**src/rtl/branch_condition_unit.sv**
```systemverilog
// Branch condition unit: accepts a conditional branch, waits until every
// in-flight flag-setting op has retired, evaluates the condition code against
// the architectural flags, and on a taken branch flushes the pipeline and
// hands a redirect PC to fetch.
module branch_condition_unit (
  input  logic        clk,
  input  logic        rst,
  input  logic [3:0]  flags,
  input  logic        flags_reg_write_enable,
  input  logic        flag_op_issue,
  input  logic        br_valid,
  output logic        br_ready,
  input  logic [3:0]  br_cond,
  input  logic [15:0] br_target,
  output logic        redirect_valid,
  input  logic        redirect_ready,
  output logic [15:0] redirect_pc,
  output logic        flush,
  output logic        stall,
  output logic [15:0] taken_count
);

  localparam int unsigned FLAGS_W  = 4;
  localparam int unsigned COND_W   = 4;
  localparam int unsigned ADDR_W   = 16;
  localparam int unsigned CNT_W    = 16;
  localparam int unsigned PEND_W   = 3;
  localparam int unsigned PEND_MAX = 7;

  // Flag bit positions inside the flags word
  localparam int unsigned FLAG_N = 3;
  localparam int unsigned FLAG_Z = 2;
  localparam int unsigned FLAG_C = 1;
  localparam int unsigned FLAG_V = 0;

  // Condition code encodings
  localparam logic [COND_W-1:0] COND_EQ = COND_W'(0);
  localparam logic [COND_W-1:0] COND_NE = COND_W'(1);
  localparam logic [COND_W-1:0] COND_CS = COND_W'(2);
  localparam logic [COND_W-1:0] COND_CC = COND_W'(3);
  localparam logic [COND_W-1:0] COND_MI = COND_W'(4);
  localparam logic [COND_W-1:0] COND_PL = COND_W'(5);
  localparam logic [COND_W-1:0] COND_VS = COND_W'(6);
  localparam logic [COND_W-1:0] COND_VC = COND_W'(7);
  localparam logic [COND_W-1:0] COND_HI = COND_W'(8);
  localparam logic [COND_W-1:0] COND_LS = COND_W'(9);
  localparam logic [COND_W-1:0] COND_GE = COND_W'(10);
  localparam logic [COND_W-1:0] COND_LT = COND_W'(11);
  localparam logic [COND_W-1:0] COND_GT = COND_W'(12);
  localparam logic [COND_W-1:0] COND_LE = COND_W'(13);
  localparam logic [COND_W-1:0] COND_AL = COND_W'(14);
  localparam logic [COND_W-1:0] COND_NV = COND_W'(15);

  typedef enum logic [1:0] {
    ST_IDLE       = 2'd0,
    ST_WAIT_FLAGS = 2'd1,
    ST_EVAL       = 2'd2,
    ST_REDIRECT   = 2'd3
  } state_e;

  state_e              state_q, state_d;
  logic [PEND_W-1:0]   pend_q, pend_d;
  logic [COND_W-1:0]   cond_q, cond_d;
  logic [ADDR_W-1:0]   target_q, target_d;
  logic [CNT_W-1:0]    cnt_q, cnt_d;
  logic                br_ready_q;
  logic                redirect_valid_q;
  logic                stall_q;
  logic                cond_true;

  // Evaluate a condition code against an NZCV flags word
  function automatic logic cond_met(input logic [COND_W-1:0] cond,
                                    input logic [FLAGS_W-1:0] f);
    logic n, z, c, v;
    n = f[FLAG_N];
    z = f[FLAG_Z];
    c = f[FLAG_C];
    v = f[FLAG_V];
    case (cond)
      COND_EQ: cond_met = z;
      COND_NE: cond_met = !z;
      COND_CS: cond_met = c;
      COND_CC: cond_met = !c;
      COND_MI: cond_met = n;
      COND_PL: cond_met = !n;
      COND_VS: cond_met = v;
      COND_VC: cond_met = !v;
      COND_HI: cond_met = c && !z;
      COND_LS: cond_met = !c || z;
      COND_GE: cond_met = (n == v);
      COND_LT: cond_met = (n != v);
      COND_GT: cond_met = !z && (n == v);
      COND_LE: cond_met = z || (n != v);
      COND_AL: cond_met = 1'b1;
      COND_NV: cond_met = 1'b0;
      default: cond_met = 1'b0;
    endcase
  endfunction

  assign cond_true = cond_met(cond_q, flags);

  // Saturating count of flag-setting ops issued but not yet retired
  always_comb begin
    pend_d = pend_q;
    if (flag_op_issue && !flags_reg_write_enable) begin
      if (pend_q != PEND_W'(PEND_MAX)) begin
        pend_d = pend_q + PEND_W'(1);
      end
    end else if (flags_reg_write_enable && !flag_op_issue) begin
      if (pend_q != '0) begin
        pend_d = pend_q - PEND_W'(1);
      end
    end
  end

  // Next-state, branch capture, taken counter and the combinational flush pulse
  always_comb begin
    state_d  = state_q;
    cond_d   = cond_q;
    target_d = target_q;
    cnt_d    = cnt_q;
    flush    = 1'b0;
    case (state_q)
      ST_IDLE: begin
        if (br_valid) begin
          cond_d   = br_cond;
          target_d = br_target;
          state_d  = (pend_d != '0) ? ST_WAIT_FLAGS : ST_EVAL;
        end
      end
      ST_WAIT_FLAGS: begin
        // Leave once the last outstanding flag write retires this cycle
        if (pend_d == '0) begin
          state_d = ST_EVAL;
        end
      end
      ST_EVAL: begin
        if (cond_true) begin
          flush   = 1'b1;
          cnt_d   = cnt_q + CNT_W'(1);
          state_d = ST_REDIRECT;
        end else begin
          state_d = ST_IDLE;
        end
      end
      ST_REDIRECT: begin
        if (redirect_ready) begin
          state_d = ST_IDLE;
        end
      end
      default: begin
        state_d = ST_IDLE;
      end
    endcase
  end

  // State, counters and registered outputs; outputs follow the next state
  always_ff @(posedge clk) begin
    if (rst) begin
      state_q          <= ST_IDLE;
      pend_q           <= '0;
      cond_q           <= '0;
      target_q         <= '0;
      cnt_q            <= '0;
      br_ready_q       <= 1'b1;
      redirect_valid_q <= 1'b0;
      stall_q          <= 1'b0;
    end else begin
      state_q          <= state_d;
      pend_q           <= pend_d;
      cond_q           <= cond_d;
      target_q         <= target_d;
      cnt_q            <= cnt_d;
      br_ready_q       <= (state_d == ST_IDLE);
      redirect_valid_q <= (state_d == ST_REDIRECT);
      stall_q          <= (state_d == ST_WAIT_FLAGS);
    end
  end

  assign br_ready       = br_ready_q;
  assign redirect_valid = redirect_valid_q;
  assign redirect_pc    = target_q;
  assign stall          = stall_q;
  assign taken_count    = cnt_q;

endmodule

```
**config.mk**
```make
export PLATFORM = sky130hd
export DESIGN_NAME = branch_condition_unit
export DESIGN_NICKNAME = d
export VERILOG_FILES = /design/src/rtl/branch_condition_unit.sv
export SDC_FILE = /design/constraint.sdc
export NUM_CORES = 1
export LEC_CHECK = 0
export CAP_MARGIN = 5
export CORE_ASPECT_RATIO = 1.25
export CORE_MARGIN = 5
export CORE_UTILIZATION = 49
export CTS_BUF_LIST = sky130_fd_sc_hd__clkbuf_4 sky130_fd_sc_hd__clkbuf_8
export DETAILED_ROUTE_END_ITERATION = 6
export GPL_ROUTABILITY_DRIVEN = 1
export PLACE_DENSITY = 0.89
export SYNTH_ARGS = -nofsm -noshare
export SYNTH_HDL_FRONTEND = slang
export SYNTH_SLANG_ARGS = --single-unit
```
**constraint.sdc**
```tcl
create_clock -name clk -period 3.2 [get_ports clk]
set_input_delay 0.96 -clock clk [delete_from_list [all_inputs] [get_ports clk]]
set_output_delay 0.96 -clock clk [all_outputs]
set_load 0.1 [all_outputs]
```
# == Word-level counts from Yosys, hierarchy flattened ==
# Cells that the tools add are included.
# word_totals
input_bits,30
out_inout_bits,36
ff_bits,44
wordCells,67
# classes
mux,13
add_sub_neg,3
n_eq_ne,23
reduce_logical,20
# ops
operator,n
"equality test 4 bit, second input constant",8
"adder 16 x 1 -> 16 bit, second input constant",1
"equality test 4 x 3 -> 1 bit, second input constant",4
case mux 1 bit (16 select lines),1
2-to-1 mux 3 bit,4
2-to-1 mux 2 bit,5
"equality test 4 x 2 -> 1 bit, second input constant",2
case mux 2 bit (4 select lines),1
"equality test 2 bit, second input constant",3
zero test 1 bit,6
nonzero test 3 bit,2
"equality test 2 x 1 -> 1 bit, second input constant",2
"equality test 4 x 1 -> 1 bit, second input constant",1
logical AND 1 bit,4
zero test 2 bit,2
zero test 4 bit,1
AND reduction 2 bit,2
"adder 3 x 1 -> 3 bit, second input constant",1
zero test 3 bit,1
"!= test 3 bit, second input constant",1
"subtractor 3 x 1 -> 3 bit, second input constant",1
logical OR 1 bit,2
2-to-1 mux 1 bit,2
equality test 1 bit,1
!= test 1 bit,1

# == Longest topological paths before layout ==
# Gate-level depths: netlist of run 1.
# logic_depth
depth_word,9
depth_mapped,8
depth_no_buf,8

# == Worst setup path after synthesis of run 1 ==
# OpenSTA, ideal clock, no wires.
# synth_path
path_type,input port to output port
from,input flags[3]
to,output flush
path_slack_ps,-416
path_stages,6
t_arrival_ps,2656
n_path_buf,1
required_ps,2240
path_cell_list,xor2_1 -> a21oi_1 -> o221a_2 -> buf_4 -> or3_1 -> inv_1
# synth_between
elab_chain_cells,5
elab_cells_between_ends,8
cone_classes,eq/ne (2); mux (3); reduce/logical (3)
# synth_rtl
element,line_no,source
start: declaration,8,"input logic [3:0] flags,"
!= test 1 bit or equality test 1 bit (tied branches),-,
logical OR 1 bit or logical AND 1 bit (tied branches),"93, 92",
case mux 1 bit (16 select lines) *,79,case (cond)
2-to-1 mux 1 bit *,138,if (cond_true) begin
2-to-1 mux 1 bit *,123,case (state_q)
end: declaration,18,"output logic flush,"
# Mark *: on every way between the ends. The rest lies on a longest branch, timed or not.

# == Worst setup path after layout of run 1 ==
# Same ends and word-level chain as after synthesis.

==> results of run 1 <==
-- cells in the final DEF, fill, tap and decap left out, types with 2 or more instances in the layout --
cell and count:
nand3b_1 4, o21ai_0 7, dfxtp_1 44, nor3_1 2
clkbuf_4 3, clkdlybuf4s50_1 24, mux2_1 7, inv_1 8
nor2_1 17, nand2_1 46, xnor2_2 2, mux2_2 7
buf_4 43, clkbuf_8 6, and3_1 2, o311ai_0 2
nor2b_1 15, nor4b_1 2, and4_1 2, ha_1 5
and2_1 6, a31oi_1 2, nor4_2 6, nor4_1 6
nand3_1 8, nand4_1 4, a21oi_1 25
-- metrics by stage --
stage | hold WS (ps) | setup WS, ps | setup TNS, ps
2_1_floorplan | 505.5 | -106.2 | -106.2
3_3_place_gp | 442.8 | -471.6 | -471.6
3_5_place_dp | 448.9 | -516.9 | -516.9
4_1_cts | 460.0 | -118.2 | -118.2
5_1_grt | 488.0 | -124.8 | -124.8
6_report | 456.8 | -86.87 | -86.87
-- critical path: stages --
cell        delay (ps)
buf_8              100
xnor2_2            120
a311oi_2           350
o311ai_4           150
or3_4              360
clkinvlp_4         100
buf_12             170
-- what timing repair did --
item	4_1_cts	5_1_grt
cloned	0	0
buffers inserted	1	0
gates resized for setup	20	4
endpoints found under the setup margin	1	1
pin swaps	6	6
-- logic make-up after synthesis --
logic type / share of synthesized area (%)
AO/OA/AOI/OAI: 12.96
AND/OR/NAND/NOR: 30.67
adder cells (fa/ha/maj): 2.723
buffers and inverters: 6.100
XOR/XNOR: 1.907
flip-flops: 38.34
multiplexers: 7.299
-- final timing paths --
check                                from                      endpoint  cells after the start
max                              flags[3]                         flush                      7
min          redirect_pc[11]$_SDFFE_PP0P_  redirect_pc[11]$_SDFFE_PP0P_                      2
min reg2reg  redirect_pc[11]$_SDFFE_PP0P_  redirect_pc[11]$_SDFFE_PP0P_                      2
max reg2reg        cond_q[2]$_SDFFE_PP0P_   taken_count[5]$_SDFFE_PP0P_                      7
-- layer usage --
| layer | GRT usage, % | routed length (um) | up-vias |
|---|---|---|---|
| met1 | 18.01 | 2009 | 954 |
| met4 | 5.128 | 53 | 0 |
| met2 | 30.18 | 2564 | 58 |
| li1 | - | - | 1058 |
| met3 | 6.497 | 437 | 6 |
| met5 | 0 | 0 | - |
-- sequential cells by signal, indices dropped and copies added (netlist names) --
name            flops
redirect_pc        16
taken_count        16
cond_q              4
pend_q              3
state_q             2
br_ready            1
redirect_valid      1
stall               1
-- layout make-up --
| cell class | count | share of cell area [%] |
|---|---|---|
| inverters | 9 | 1.232 |
| clock buffers | 8 | 3.202 |
| repair buffers | 73 | 20.73 |
| flip-flops and latches | 44 | 28.90 |
| well taps | 58 | 2.381 |
| multi-input cells | 199 | 43.55 |
-- power by group --
group / internal, W / switching (W)
clock network: 0.000193 / 0.000172
registers: 0.000596 / 0.0000434
logic: 0.000184 / 0.000440
==> results.toml, run 1 <==
[cells_and_area]
final_core_util_pct = 67.84
ff_latch_area_um2 = 880.8
diodes = 0
layout.cells.non_filler = 391
drive_above_1_share_pct = 25.83
fillerInstances = 385
fin_area_um2 = 3048
final_nets = 367
area_growth_pct = 32.68
multi_input_comb_area_um2 = 1328

[sta]
skew_ps = 7.461
layout_setup_ws_ps = -86.87
min_period_ps = 3287
fin_crit_sh_pct = 102.7
max-slew-margin-rel_pct = 62.70
final_max_slew_viol_count = 0
fmax_mhz = 304.2
finalSetupViolCount = 1
rsz0062_at_grt = "yes"
finalHoldViolations = 0
tightest_slew_ps = 559.5

[synthesis]
post-synth-top-area-cell = "dfxtp_1"
ys_warn_count = 0
synth_edf_count = 0
ys_seq_area_share_pct = 38.34
synth_top_area_share_pct = 38.34
syn_avg_cell_area_um2 = 8.477
yosys-top-cells-area = "dfxtp_1, nand2_1, a21oi_1"
synth_most_common_cell = "nand2_1"
synthCells = 271
synth_seq_cells = 44
synthesis.area_um2 = 2297
async_flop_share_pct = 0
synthFlopType = "dfxtp_1"
yosysUniqueCellTypes = 46
syn-num-nets = 306
synth_top_cells_by_count = "nand2_1, dfxtp_1, a21oi_1, nor2_1, nor2b_1"

[detailed_routing]
wl_per_cell_um = 12.96
vias = 2076
drc = 0
dr.pass1.iters = 4
vias_per_cell = 5.309
drtIter0Drc = 104
routed_wl_um = 5066
drtAntennaViolNets = 0

[cts]
cts_buffers = 5
cts_max_path_buffers = 2
cts_hold_buf = 0
clock_latency_ps = 290
path_clk_slew_ps = 70
cts_max_level = 2
cts_tree = "done"
cts.sinks = 44
root_buffer = "clkbuf_8"

[placed_design]
placed_cell_area_um2 = 2905
gp_congestion = 0.7724
port_buffers = 65
dp.cells = 382
post-dp-hpwl_um = 3707

[global_route]
grt_max_degree = 35
grt_overflow = 0
grt_pass1_vias = 1972
grt_use_total_pct = 16.81
grt_antenna_before_repair = 0
grt_pass1_wl_um = 8528

[floorplanning]
die_area_um2 = 6166
initial_core_util_pct = 51.13
die_w_um = 71.24
io_pins = 66
coreArea_um2 = 4493
die_h_um = 86.55
rows = 27

[setup_path]
worstPathArrival_ps = 2330
rrSetupSlack_ps = 910
cp-end-kind = "primary output"
cp_max_fo = 2
cp-start-kind = "primary input"
required_ps = 2240
worstSetupPathType = "in -> out"

[power]
leakage_nw = 1.237
power_w = 0.001628
powerDensity_nw_per_um2 = 534.3
peakVddDrop_uv = 391.7

[status]
violations = "setup timing"
status = "finished with violations"

[run]
maxCapViolations = 0

[min_path]
hold_path_class = "reg -> reg"
Power figures use the tool's default switching activity.
==> run 2, diff against run 1 <==
- ABC_CLOCK_PERIOD_IN_PS: unset -> 3200
==> results of run 2 <==
The final DEF is identical to that of run 1; final timing and power are the same.
